$ cat src/rtl/exp3_detector_pkg.sv
// Shared state encodings and default button count for the memory-game play detector.
// No datapath; imported by the detector and its testbench.
package exp3_detector_pkg;

   localparam int N_BOTOES_PADRAO = 4;

   typedef enum logic [3:0] {
      OCIOSO   = 4'h0,
      FILTRA   = 4'h1,
      REGISTRA = 4'h2,
      ESPERA   = 4'h3,
      SOLTA    = 4'h4,
      ERRO     = 4'hE
   } estado_t;

endpackage

$ cat src/rtl/exp3_sincronizador.sv
// Two-flop synchroniser for a bus of independent asynchronous levels.
// Latency 2 cycles; no backpressure, samples every cycle.
module exp3_sincronizador #(
   parameter int LARGURA = 4
) (
   input  logic               clock,
   input  logic               reset,
   input  logic [LARGURA-1:0] entrada,
   output logic [LARGURA-1:0] saida
);

   logic [LARGURA-1:0] estagio1;

   always_ff @(posedge clock) begin
      if (reset) begin
         estagio1 <= '0;
         saida    <= '0;
      end else begin
         estagio1 <= entrada;
         saida    <= estagio1;
      end
   end

endmodule

$ cat src/rtl/exp3_detector_jogada.sv
// Debounced play detector: one jogada pulse per validated press, code held until next press.
// Latency 3 + DEBOUNCE_CICLOS cycles press-to-pulse; no backpressure, gated by habilita only.
// Optional DETECTOR_MULTIPLO_EN rejects multi-button presses with a jogada_invalida pulse.
module exp3_detector_jogada
   import exp3_detector_pkg::*;
#(
   parameter int DEBOUNCE_CICLOS = 50000,
   parameter int N_BOTOES        = N_BOTOES_PADRAO
) (
   input  logic                clock,
   input  logic                reset,
   input  logic                habilita,
   input  logic [N_BOTOES-1:0] botoes,
   output logic                jogada,
   output logic [N_BOTOES-1:0] jogada_codigo,
   output logic                jogada_invalida,
   output logic [3:0]          db_estado
);

   localparam int            CW        = $clog2(DEBOUNCE_CICLOS);
   localparam logic [CW-1:0] CONTA_FIM = CW'(DEBOUNCE_CICLOS - 1);

   estado_t             estado, proximo;
   logic [CW-1:0]       contador;
   logic [N_BOTOES-1:0] botoes_s;
   logic [N_BOTOES-1:0] amostra;
   logic                carrega_amostra;
   logic                conta;
   logic                multiplo;

   exp3_sincronizador #(
      .LARGURA (N_BOTOES)
   ) u_sincronizador (
      .clock   (clock),
      .reset   (reset),
      .entrada (botoes),
      .saida   (botoes_s)
   );

`ifdef DETECTOR_MULTIPLO_EN
   assign multiplo = ($countones(amostra) != 1);
`else
   assign multiplo = 1'b0;
`endif

   always_comb begin
      proximo         = estado;
      carrega_amostra = 1'b0;
      conta           = 1'b0;
      jogada          = 1'b0;
      jogada_invalida = 1'b0;
      db_estado       = estado;
      case (estado)
         OCIOSO: begin
            if (habilita && botoes_s != '0) begin
               proximo         = FILTRA;
               carrega_amostra = 1'b1;
            end
         end
         FILTRA: begin
            // Any pattern change or loss of enable discards the press entirely.
            if (botoes_s != amostra || !habilita)
               proximo = OCIOSO;
            else if (contador == CONTA_FIM)
               proximo = REGISTRA;
            else
               conta = 1'b1;
         end
         REGISTRA: begin
            jogada          = !multiplo;
            jogada_invalida = multiplo;
            proximo         = ESPERA;
         end
         ESPERA: begin
            if (botoes_s == '0)
               proximo = SOLTA;
         end
         SOLTA: begin
            if (botoes_s != '0)
               proximo = ESPERA;
            else if (contador == CONTA_FIM)
               proximo = OCIOSO;
            else
               conta = 1'b1;
         end
         default: begin
            proximo   = OCIOSO;
            db_estado = 4'hE;
         end
      endcase
   end

   always_ff @(posedge clock) begin
      if (reset) begin
         estado        <= OCIOSO;
         contador      <= '0;
         amostra       <= '0;
         jogada_codigo <= '0;
      end else begin
         estado <= proximo;
         // Counter restarts on every state change and only advances below CONTA_FIM.
         if (proximo != estado)
            contador <= '0;
         else if (conta)
            contador <= contador + 1'b1;
         if (carrega_amostra)
            amostra <= botoes_s;
         if (proximo == REGISTRA && !multiplo)
            jogada_codigo <= amostra;
      end
   end

endmodule

$ cat config.mk
export PLATFORM = sky130hd
export DESIGN_NAME = exp3_detector_jogada
export DESIGN_NICKNAME = d
export VERILOG_FILES = /design/src/rtl/exp3_detector_pkg.sv /design/src/rtl/exp3_sincronizador.sv /design/src/rtl/exp3_detector_jogada.sv
export SDC_FILE = /design/constraint.sdc
export NUM_CORES = 1
export LEC_CHECK = 0
export BUFFER_PORTS_ARGS = -buffer_cell sky130_fd_sc_hd__buf_2
export CAP_MARGIN = 10
export CORE_MARGIN = 4
export CORE_UTILIZATION = 60
export DETAILED_ROUTE_END_ITERATION = 8
export PLACE_DENSITY_LB_ADDON = 0.1
export SLEW_MARGIN = 20
export SYNTH_ARGS = -nofsm -noshare
export SYNTH_HDL_FRONTEND = slang
export SYNTH_HIERARCHICAL = 1
export SYNTH_SLANG_ARGS = --single-unit
$ cat constraint.sdc
create_clock -name clock -period 6.1 [get_ports clock]
set_input_delay 0.61 -clock clock [delete_from_list [all_inputs] [get_ports clock]]
set_output_delay 0.61 -clock clock [all_outputs]
set_load 0.01 [all_outputs]
==> impl_metrics.ini <==
[place]
port_buffers = 15
place_inst = 231
place_ws_ps = 3650
gp_congestion = 0.818
hpwl_um = 2460

[drt]
vias_per_cell = 6.31
first_iter_violations = 112
post_drt_wl_per_cell_um = 14.6
firstDrtPassIters = 4
ant_nets = 0
drcViolationCount = 0
dr_total_vias = 1508
totalWireLength_um = 3490

[worst_hold_path]
hold_class = reg2reg
whs_path_depth = 1
holdPathEnd = u_sincronizador/saida[1]
hold_path_startpoint = u_sincronizador/estagio1[1]

[global_routing]
grt_use_met1_pct = 27.1
grt_busiest_layer = met2
antenna_found_initial = 0
grt_max_degree = 25
use_met3_pct = 6.92
track_usage_pct = 21.3
overflow = 0
grt_pass1_vias = 1416
grtUsageMet2_pct = 35.3
grt_pass1_wl_um = 6080

[critical_path]
path_buf_inv = 0
cp_max_fo = 24
critPathKind = reg2reg
arrival_ps = 2740
r2r-end = contador[7]
crit_path_end_kind = register
crit_chain = or4b_4, o22ai_2, o211ai_2, or4_1, a211oi_1
critical-path-slowest-cell = or4_1
slowest_delay_ps = 620
r2r_slack_ps = 3610
critical_path_required_ps = 6350
cpLargestDelayFamily = simple AND/OR/NAND/NOR gates
r2r_cells = 5
regToRegStartpoint = estado[2]
critPathLaunchType = register

[die]
start_util_pct = 62.7
die_area_um2 = 3810
core_um2 = 2760
num_rows = 19
io_pins = 17
fp.dieH_um = 61.7
die-width_um = 61.7

[run]
drv_cap = 0

[final_layout]
drive_above_1_share_pct = 17.3
diodes = 0
final.fill_count = 235
finalNonFillerCells = 239
area_growth_pct = 7.60
final_nets = 215

[timing]
maxSlewViolCount = 0
fin_crit_ps = 2490
rsz0062_at_grt = false
slew_headroom_pct = 41.9
fin_ws_ps = 3610
worst_pin_slew_ps = 869
finalSetupViolCount = 0
hold_viol = 0
holdWs_ps = 453
fin_crit_sh_pct = 40.8
clock_skew_ps = 12.6
finalSetupTns_ps = 0
fmax_ghz = 0.402

[clock_tree]
cts_setup_buffers = 0
clk_path_buf_depth = 2
cts_sinks = 36
cts_resized = 0
cts_hold_buf = 0
cts_tree = yes
path_clk_slew_ps = 110
clock_latency_ps = 350
cts_root_buffer = clkbuf_4
numCtsBuffers = 5
htreeDepth = 2

[synth]
yosys_warnings = 6
syn_area_per_cell_um2 = 9.01
synth_edf_count = 0
synthArstFlopShare_pct = 0
netlist_area_um2 = 1730
postSynthCellCount = 192
synth.yosys.seq_area_share_pct = 41.7
yosys.cell_types.count = 44
ys.flop_type = dfxtp_1
ys_ff_latch = 36

[pwr]
vdd.ir_drop.worst_mv = 0.196
finalPower_uw = 396
pwr_density_cell_nw_per_um2 = 213
power.leakage_uw = 0.000630

[status]
status = completed
==> routing by layer <==
| layer | vias up | part of all wire (%) |
|---|---|---|
| met1 | 719 | 46 |
| met3 | 4 | 4.7 |
| met2 | 37 | 48 |
| met5 | - | 0 |
| li1 | 748 | - |
| met4 | 0 | 0.66 |
==> worst max-delay path by stage <==
stage | end | cells after the start | slack (ps) | from
2_1_floorplan | contador[10] | 7 | 4010 | estado[0]
3_3_place_gp | contador[7] | 6 | 3730 | habilita
3_5_place_dp | contador[7] | 6 | 3650 | habilita
4_1_cts | contador[7] | 5 | 3610 | estado[2]
5_1_grt | contador[7] | 5 | 3430 | estado[2]
6_report | contador[7] | 5 | 3610 | estado[2]
==> synth_stat cells, types with 6 or more instances <==
cell      instances  share of area, %
nor2b_1           9               3.3
dfxtp_1          36                42
mux2i_1           6               3.5
o21ai_0           9               2.6
or4_1             8               3.5
o31ai_1           8               3.5
a211oi_1         14               6.1
nand2_1           7               1.5
inv_1             6               1.3
or3_1             6               2.2
nor2_1           16               3.5
nand3_1           6               1.7
==> cell type report <==
type	instances	area (um2)	area share [%]
Clock inverter	3	18.8	1.01
Sequential cell	36	721	38.7
Clock buffer	5	37.5	2.02
Tap cell	31	38.8	2.08
Inverter	6	22.5	1.21
Multi-Input combinational cell	141	932	50.1
Timing Repair Buffer	17	90.1	4.84
==> power breakdown <==
part	internal (uW)	switching, uW	total, uW
Combinational	10.7	15.9	26.6
Sequential	239	3.16	242
Clock	44.2	83.1	127
==> placed cells by master, fill, tap and decap left out, types with 6 or more instances in the layout <==
| master | instances |
|---|---|
| or4_1 | 8 |
| inv_1 | 6 |
| a211oi_1 | 14 |
| o31ai_1 | 8 |
| dfxtp_1 | 36 |
| or3_1 | 6 |
| nor2_1 | 16 |
| nand2_1 | 7 |
| mux2i_1 | 6 |
| buf_2 | 15 |
| nand3_1 | 6 |
| nor2b_1 | 9 |
| o21ai_0 | 9 |
==> cells by family (layout without fill, tap and decap cells) <==
kind of cell | after synthesis | count (layout) | share of synthesized area (%)
other | 1 | 2 | 0.217
buffers and inverters | 16 | 31 | 4.63
AND/OR/NAND/NOR | 81 | 81 | 28.3
adder cells (fa/ha/maj) | 1 | 1 | 0.723
multiplexers | 6 | 6 | 3.47
flip-flops | 36 | 36 | 41.7
XOR/XNOR | 5 | 5 | 2.53
AO/OA/AOI/OAI | 46 | 46 | 18.5
==> state kept, by name, indices dropped and copies added, names as in the netlist <==
name / cells
jogada_codigo: 4
contador: 16
estado: 4
u_sincronizador/estagio1: 4
amostra: 4
u_sincronizador/saida: 4
==> per-stage QoR <==
step                utilization, %  cell area [um2]
finish                        67.5             1860
global route                  67.5             1860
CTS                           67.5             1860
detailed placement            65.4             1800
global placement              65.4             1800
floorplan                        -             1730
Note: power is estimated with default switching activity, not from simulation.
